## config.mk

```make
export PLATFORM = sky130hd
export DESIGN_NAME = image_sequencer_flat
export DESIGN_NICKNAME = d
export VERILOG_FILES = /design/src/rtl/image_sequencer_if.sv /design/src/rtl/image_sequencer.sv /design/src/flat_wrapper.sv
export SDC_FILE = /design/constraint.sdc
export NUM_CORES = 1
export LEC_CHECK = 0
export ABC_AREA = 1
export ABC_CLOCK_PERIOD_IN_PS = 2000
export CORE_MARGIN = 8
export CORE_UTILIZATION = 35
export CTS_CLUSTER_DIAMETER = 150
export CTS_CLUSTER_SIZE = 30
export DETAILED_ROUTE_END_ITERATION = 10
export DONT_BUFFER_PORTS = 1
export HOLD_SLACK_MARGIN = 0.08
export PLACE_DENSITY = 0.61
export SETUP_SLACK_MARGIN = 0.15
export SYNTH_ARGS = -nofsm -noshare
export SYNTH_HDL_FRONTEND = slang
export SYNTH_SLANG_ARGS = --single-unit
```

## constraint.sdc

```tcl
create_clock -name clk_i -period 2 [get_ports clk_i]
set_clock_uncertainty 0.05 [all_clocks]
set_input_delay 0.4 -clock clk_i [delete_from_list [all_inputs] [get_ports clk_i]]
set_output_delay 0.4 -clock clk_i [all_outputs]
set_load 0.02 [all_outputs]
```

## src/rtl/image_sequencer_if.sv

```systemverilog
`default_nettype none
// ============================================================================
// Module   : image_sequencer_if
// Brief    : Button/switch/vsync inputs and image select outputs of the image sequencer.
// Revision : 1.0 - initial release
// ============================================================================
interface image_sequencer_if;
    logic [3:0] btn_i;
    logic       auto_i;
    logic       vsync_i;
    logic [3:0] image_select_o;
    logic [1:0] current_image_o;

    modport master (
        output btn_i,
        output auto_i,
        output vsync_i,
        input  image_select_o,
        input  current_image_o
    );

    modport slave (
        input  btn_i,
        input  auto_i,
        input  vsync_i,
        output image_select_o,
        output current_image_o
    );
endinterface
`default_nettype wire

```

## src/rtl/image_sequencer.sv

```systemverilog
`default_nettype none
// ============================================================================
// Module   : image_sequencer
// Brief    : Debounced manual image selection plus frame-timed auto advance.
//            Optional macro IMAGE_SEQ_SHUFFLE_EN: LFSR-driven auto advance.
// Revision : 1.0 - initial release
// ============================================================================
module image_sequencer #(
    parameter int DEBOUNCE_CYCLES  = 250000,
    parameter int FRAMES_PER_IMAGE = 300
) (
    input  wire logic        clk_i,
    input  wire logic        rst_ni,
    image_sequencer_if.slave bus
);
    localparam int              DB_W    = (DEBOUNCE_CYCLES > 1) ? $clog2(DEBOUNCE_CYCLES) : 1;
    localparam int              FC_W    = $clog2(FRAMES_PER_IMAGE + 1);
    localparam logic [DB_W-1:0] DB_LAST = DB_W'(DEBOUNCE_CYCLES - 1);
    localparam logic [FC_W-1:0] FC_LAST = FC_W'(FRAMES_PER_IMAGE - 1);

    typedef enum logic [0:0] {
        ST_MANUAL = 1'b0,
        ST_AUTO   = 1'b1
    } state_t;

    logic [3:0]      btn_s1_q, btn_s2_q;
    logic            auto_s1_q, auto_s2_q;
    logic            vsync_s1_q, vsync_s2_q, vsync_prev_q;
    logic [3:0]      db_level;
    logic [3:0]      db_prev_q;
    logic [3:0]      press;
    logic            tick;
    logic [1:0]      adv_idx;
    state_t          state_q, state_d;
    logic [FC_W-1:0] frame_q, frame_d;
    logic [3:0]      sel_q, sel_d;
    logic [1:0]      cur_q, cur_d;
    logic            adv;

    always_ff @(posedge clk_i) begin
        if (!rst_ni) begin
            btn_s1_q     <= '0;
            btn_s2_q     <= '0;
            auto_s1_q    <= 1'b0;
            auto_s2_q    <= 1'b0;
            vsync_s1_q   <= 1'b0;
            vsync_s2_q   <= 1'b0;
            vsync_prev_q <= 1'b0;
            db_prev_q    <= '0;
        end else begin
            btn_s1_q     <= bus.btn_i;
            btn_s2_q     <= btn_s1_q;
            auto_s1_q    <= bus.auto_i;
            auto_s2_q    <= auto_s1_q;
            vsync_s1_q   <= bus.vsync_i;
            vsync_s2_q   <= vsync_s1_q;
            vsync_prev_q <= vsync_s2_q;
            db_prev_q    <= db_level;
        end
    end

    for (genvar gi = 0; gi < 4; gi++) begin : g_debounce
        logic [DB_W-1:0] cnt_q, cnt_d;
        logic            lvl_q, lvl_d;

        always_comb begin
            cnt_d = '0;
            lvl_d = lvl_q;
            if (btn_s2_q[gi] != lvl_q) begin
                if (cnt_q == DB_LAST) begin
                    lvl_d = btn_s2_q[gi];
                end else begin
                    cnt_d = cnt_q + DB_W'(1);
                end
            end
        end

        always_ff @(posedge clk_i) begin
            if (!rst_ni) begin
                cnt_q <= '0;
                lvl_q <= 1'b0;
            end else begin
                cnt_q <= cnt_d;
                lvl_q <= lvl_d;
            end
        end

        assign db_level[gi] = lvl_q;
    end

    assign press = db_level & ~db_prev_q;
    assign tick  = vsync_prev_q & ~vsync_s2_q;

`ifdef IMAGE_SEQ_SHUFFLE_EN
    logic [7:0] lfsr_q;

    always_ff @(posedge clk_i) begin
        if (!rst_ni) begin
            lfsr_q <= 8'hA5;
        end else begin
            lfsr_q <= {lfsr_q[6:0], lfsr_q[7] ^ lfsr_q[5] ^ lfsr_q[4] ^ lfsr_q[3]};
        end
    end

    // A random pick that repeats the current image is bumped so the picture always changes.
    always_comb begin
        adv_idx = lfsr_q[1:0];
        if (adv_idx == cur_q) begin
            adv_idx = cur_q + 2'd1;
        end
    end
`else
    assign adv_idx = cur_q + 2'd1;
`endif

    always_comb begin
        state_d = state_q;
        frame_d = frame_q;
        sel_d   = '0;
        cur_d   = cur_q;
        adv     = 1'b0;
        case (state_q)
            ST_MANUAL: begin
                frame_d = '0;
                if (auto_s2_q) begin
                    state_d = ST_AUTO;
                end
            end
            ST_AUTO: begin
                if (!auto_s2_q) begin
                    state_d = ST_MANUAL;
                    frame_d = '0;
                end else if (tick) begin
                    if (frame_q == FC_LAST) begin
                        adv     = 1'b1;
                        frame_d = '0;
                    end else begin
                        frame_d = frame_q + FC_W'(1);
                    end
                end
            end
        endcase
        if (adv) begin
            cur_d = adv_idx;
            sel_d = 4'b0001 << adv_idx;
        end
        // Press overrides any advance; descending scan leaves the lowest index winning.
        if (|press) begin
            for (int i = 3; i >= 0; i--) begin
                if (press[i]) begin
                    cur_d = 2'(i);
                    sel_d = 4'b0001 << i;
                end
            end
            frame_d = '0;
        end
    end

    always_ff @(posedge clk_i) begin
        if (!rst_ni) begin
            state_q <= ST_MANUAL;
            frame_q <= '0;
            sel_q   <= '0;
            cur_q   <= '0;
        end else begin
            state_q <= state_d;
            frame_q <= frame_d;
            sel_q   <= sel_d;
            cur_q   <= cur_d;
        end
    end

    assign bus.image_select_o  = sel_q;
    assign bus.current_image_o = cur_q;
endmodule
`default_nettype wire

```

## src/flat_wrapper.sv

```systemverilog
// flat-port wrapper written by rule: the top's interface ports become plain ports
module image_sequencer_flat 
#(
    parameter int DEBOUNCE_CYCLES  = 250000,
    parameter int FRAMES_PER_IMAGE = 300
)
  (clk_i, rst_ni, bus_btn_i, bus_auto_i, bus_vsync_i, bus_image_select_o, bus_current_image_o);
  image_sequencer_if bus_i ();
  input  wire logic clk_i;
  input  wire logic rst_ni;
  input wire logic [$bits(bus_i.btn_i)-1:0] bus_btn_i;
  input wire logic [$bits(bus_i.auto_i)-1:0] bus_auto_i;
  input wire logic [$bits(bus_i.vsync_i)-1:0] bus_vsync_i;
  output wire logic [$bits(bus_i.image_select_o)-1:0] bus_image_select_o;
  output wire logic [$bits(bus_i.current_image_o)-1:0] bus_current_image_o;
  assign bus_i.btn_i = bus_btn_i;
  assign bus_i.auto_i = bus_auto_i;
  assign bus_i.vsync_i = bus_vsync_i;
  assign bus_image_select_o = bus_i.image_select_o;
  assign bus_current_image_o = bus_i.current_image_o;
  image_sequencer #(.DEBOUNCE_CYCLES(DEBOUNCE_CYCLES), .FRAMES_PER_IMAGE(FRAMES_PER_IMAGE)) u_core (.clk_i(clk_i), .rst_ni(rst_ni), .bus(bus_i));
endmodule
```

# After elaboration in Yosys (flattened, before gate mapping)
# Index checks and enable logic that the tools add are counted.
dict set report op_classes {
  addsub 6
  n_eq_ne 10
  n_shift 1
  muxes 21
  n_bitwise 10
  n_reduce_logical 10
}
# operator count
set op_table {}
lappend op_table {{adder 18 x 1 -> 18 bit, second input constant} 4}
lappend op_table {{equality test 18 bit, second input constant} 4}
lappend op_table {{2-to-1 mux 9 bit} 3}
lappend op_table {{2-to-1 mux 4 bit} 6}
lappend op_table {{one-hot mux 9 bit (2 select lines)} 1}
lappend op_table {{2-to-1 mux 2 bit} 6}
lappend op_table {{OR reduction 3 bit} 4}
lappend op_table {{adder 9 x 1 -> 9 bit, second input constant} 1}
lappend op_table {{equality test 9 bit, second input constant} 1}
lappend op_table {{AND reduction 2 bit} 4}
lappend op_table {{inverter 1 bit} 7}
lappend op_table {{2-to-1 mux 1 bit} 5}
lappend op_table {{OR reduction 5 bit} 1}
lappend op_table {{AND 4 bit} 1}
lappend op_table {{inequality test 1 bit} 4}
lappend op_table {{inverter 4 bit} 1}
lappend op_table {{OR reduction 4 bit} 1}
lappend op_table {{left shift 1 x 2 -> 4 bit, first input constant} 1}
lappend op_table {{inequality test 3 bit, second input constant} 1}
lappend op_table {{adder 2 x 1 -> 2 bit, second input constant} 1}
lappend op_table {{AND 1 bit} 1}
dict set report totals {
  register_bits 109
  in_bits 8
  wordCells 78
}

# Longest topological paths before layout
dict set report logic_depth {
  depth_word 11
  ltp_mapped 10
}

# Worst setup path before layout
# OpenSTA, ideal clock, no wires.
dict set report synth_path {
  kind {reg-to-reg}
  start {reg u_core.g_debounce[2].cnt_q[0]}
  end {reg u_core.g_debounce[2].cnt_q[10]}
  setup_ns 0.115
  t_arrival_ns 1.326
  slack_ns 0.509
  path_stages_with_launch 10
  n_path_buf 1
  cell_sequence {dfxtp_1 -> ha_1 -> nand2_2 -> nor2_4 -> nand2_2 -> nor2_4 -> nand2_2 -> nand2_4 -> buf_8 -> nor2_2}
}
dict set report synth_via {
  elab_chain_len 2
  word_cells_on_any_way 3
  cone_classes {add/sub (1); eq/ne (1); reduce/logical (1)}
}
# element line_no
set synth_lines {}
lappend synth_lines {{from (decl)} image_sequencer.sv:63} ;# logic [DB_W-1:0] cnt_q, cnt_d;
lappend synth_lines {{from (signal assigned)} image_sequencer.sv:83} ;# cnt_q <= cnt_d;
lappend synth_lines {{parallel branches: the longest is 2 deep, another holds adder 18 x 1 -> 18 bit} -}
# Parallel ways; which one is timed is not known.
# A chain may end at the register's enable or synchronous reset.

# Worst setup path after layout
dict set report layout_path {
  start {reg u_core.g_debounce[2].cnt_q[0]}
  end {reg u_core.g_debounce[2].cnt_q[9]}
}
# The elaborated chain is that of the path after synthesis.

==> results.yml <==
route:
  detail_route.wl_per_cell_um: 10.7
  ant_nets: 0
  dr.pass1.iters: 4
  via_count: 4545
  drc: 0
  viasPerCell: 4.59
  drt_iter0_drc: 265
  wl_um: 10600
timing:
  rsz0062_at_grt: "false"
  finalWorstSetupSlack_ns: 0.377
  period_needed_ns: 1.62
  fin_crit_sh_pct: 81.1
  drv_slew: 0
  final_hold_viol_count: 0
  timing.fmax_mhz: 616
  setup_viol: 0
  tns_ns: 0
  worst_pin_slew_ns: 0.391
  slew-limit-headroom_pct: 73.8
clocking:
  cts_tree: "yes"
  clock_latency_ns: 0.36
  cts_root_buffer: "clkbuf_16"
  cts_setup_buffers: 0
  clockBufferDepth: 2
  numCtsBuffers: 9
  clock_sinks: 109
  h-tree-depth: 3
  clk_pin_slew_ns: 0.08
setup_path:
  crit_chain: "ha_1 > nand2_2 > nor2_4 > nand2_2 > nor2_4 > nand2_2 > nand2_4 > a21oi_1"
  worst_ep_required_time_ns: 2.18
  worstPathMaxFanout: 17
  crit_buf_inv: 0
  critPathSlowestCell: "dfxtp_1"
  critical_path_arrival_ns: 1.81
  max_stage_delay_ns: 0.43
  start_kind: "flop"
  cp-end-kind: "flop"
  crit_type: "reg2reg"
  cp_common_cell: "nand2_2"
  critical-path-top-delay-family: "simple AND/OR/NAND/NOR gates"
die:
  die-area_um2: 19400
  initial_core_util_pct: 35.4
  io_pins: 14
  rows: 45
  die_h_um: 139
  core_um2: 15000
  die_x_um: 139
yosys:
  avgSynthCellArea_um2: 6.75
  ys_ff_latch: 109
  yosys-top-cells-area: "dfxtp_1 (41%), nand2_1 (14%), nor2_1 (9.2%), inv_1 (7.8%), nand3_1 (5.1%)"
  synth_top_area_cell: "dfxtp_1"
  synthTopCellsByCount: "nand2_1 (204), nor2_1 (130), inv_1 (110), dfxtp_1 (109), nand3_1 (54)"
  yosys.area.top_type_share_pct: 41.0
  yosys.cell_count.top_type: "nand2_1"
  yosysSeqAreaShare_pct: 41.0
  synth_area_um2: 5320
  synth.area.mux_share_pct: 0
  yosys.cell_types.count: 29
  synth_top_family_by_area: "simple AND/OR/NAND/NOR gates"
  synth_cells: 788
  synth_xor_area_share_pct: 2.80
  synth_compound_area_share_pct: 8.79
  synth-main-ff-cell: "dfxtp_1"
  synth_fa_ha_area_share_pct: 2.12
  yosys_warnings: 0
  synth_nets: 805
  synth_edf_count: 0
  synthSimpleGateAreaFrac_pct: 36.2
  synth-async-reset-ratio_pct: 0
run:
  cap_violations: 0
place:
  post-dp-hpwl_um: 7700
  gp_congestion: 0.847
  port_buffers: 0
  pre_cts_ws_ns: 0.351
pwr:
  static-leakage-power_nw: 2.05
  powerDensity_nw_per_um2: 689
  vdd_drop_max_v: 0.000523
  fin_total_pwr_mw: 4.04
global_route:
  grt_first_pass_wirelength_um: 18600
  grt_max_degree: 29
  grt_overflow: 0
  grt_pass1_vias: 4104
  antenna_found_initial: 0
  grtUsageTotal_pct: 11.5
layout:
  drive_gt1_share_pct: 6.73
  n_antenna_cell: 0
  nFillCells: 1576
  layout.nets: 814
  area_growth_pct: 10.0
outcome:
  outcome: "complete, no violations"
worst_hold_path:
  hold_class: "in2reg"
worst reg2reg max path, cell delays in order (launching register included):
cell	delay (ns)
dfxtp_1	0.43
ha_1	0.22
nand2_2	0.08
nor2_4	0.12
nand2_2	0.09
nor2_4	0.12
nand2_2	0.08
nand2_4	0.23
a21oi_1	0.08
metal layers:
metal | routed length, um | vias to the layer above | track usage [%]
met5 | 0 | - | 0
li1 | - | 2480 | -
met2 | 4650 | 54 | 17.8
met4 | 153 | 0 | 3.87
met3 | 448 | 12 | 3.76
met1 | 5360 | 1999 | 14.7
stage by stage:
stage / instance area, um2 / hold WS (ns) / util [%] / std cells
after floorplan: 5320 / 0.340 / - / 788
after global placement: 5510 / 0.346 / 36.6 / 970
after detailed placement: 5510 / 0.350 / 36.6 / 970
after CTS: 5850 / 0.0804 / 38.9 / 990
after global routing: 5860 / 0.0847 / 39.0 / 990
final: 5860 / 0.0938 / 39.0 / 990
where the power goes:
group	switching, mW	internal [mW]	total, mW
combinational	0.0330	0.0176	0.0506
clock	0.879	0.915	1.79
sequential	0.00828	2.18	2.19
sequential cells by signal, indices dropped and copies added, names as in the netlist, 2 cells and up:
register                    cells
u_core.bus.current_image_o      2
u_core.btn_s2_q                 4
u_core.g_debounce.cnt_q        72
u_core.bus.image_select_o       4
u_core.db_prev_q                4
u_core.btn_s1_q                 4
u_core.g_debounce.lvl_q         4
u_core.frame_q                  9
cells by family after synthesis:
kind of cell             Yosys count
AND/OR/NAND/NOR                  446
buffers and inverters            119
flip-flops                       109
AO/OA/AOI/OAI                     88
XOR/XNOR                          17
adder cells (fa/ha/maj)            9
final timing paths:
path,startpoint,end,slack [ns],cells after the start
worst max-delay path,u_core.g_debounce[2].cnt_q[0],u_core.g_debounce[2].cnt_q[9],0.38,8
worst min-delay path,bus_vsync_i,u_core.vsync_s1_q,0.09,2
worst max register to register,u_core.g_debounce[2].cnt_q[0],u_core.g_debounce[2].cnt_q[9],0.38,8
worst min register to register,u_core.vsync_s1_q,u_core.vsync_s2_q,0.36,2
cells in the final DEF, fill, tap and decap left out, types with 3 or more instances in the layout:
master | Yosys | final
o21ai_0 | 27 | 27
nor2_1 | 130 | 130
nor2_2 | 10 | 10
nand2_2 | 7 | 6
nand2_4 | 2 | 3
a21oi_1 | 52 | 52
ha_1 | 9 | 9
nand2_1 | 204 | 204
nand4_1 | 17 | 17
or2_2 | 3 | 3
nor3_1 | 4 | 4
xnor2_1 | 3 | 3
dfxtp_1 | 109 | 109
or2_0 | 4 | 4
nand3_1 | 54 | 54
clkinv_4 | 0 | 3
inv_1 | 110 | 110
nor2_4 | 4 | 4
nand3b_1 | 4 | 4
dlygate4sd3_1 | 0 | 4
a21oi_2 | 6 | 6
clkbuf_16 | 0 | 9
xor2_1 | 14 | 14
area by class of cell:
| class | count | area [um2] | area share [%] |
|---|---|---|---|
| Inverter | 111 | 417 | 7.12 |
| Timing Repair Buffer | 6 | 55.1 | 0.940 |
| Tap cell | 188 | 235 | 4.02 |
| Clock inverter | 6 | 65.1 | 1.11 |
| Multi-Input combinational cell | 560 | 2660 | 45.5 |
| Sequential cell | 109 | 2180 | 37.3 |
| Clock buffer | 10 | 239 | 4.08 |
repair_timing:
item                                    in CTS  in global routing
endpoints found under the setup margin       0                  1
hold endpoints to repair                     5                  0
hold buffers                                 4                  0
gates resized for setup                      0                  1
No activity file was read; power rests on OpenSTA's default activity.
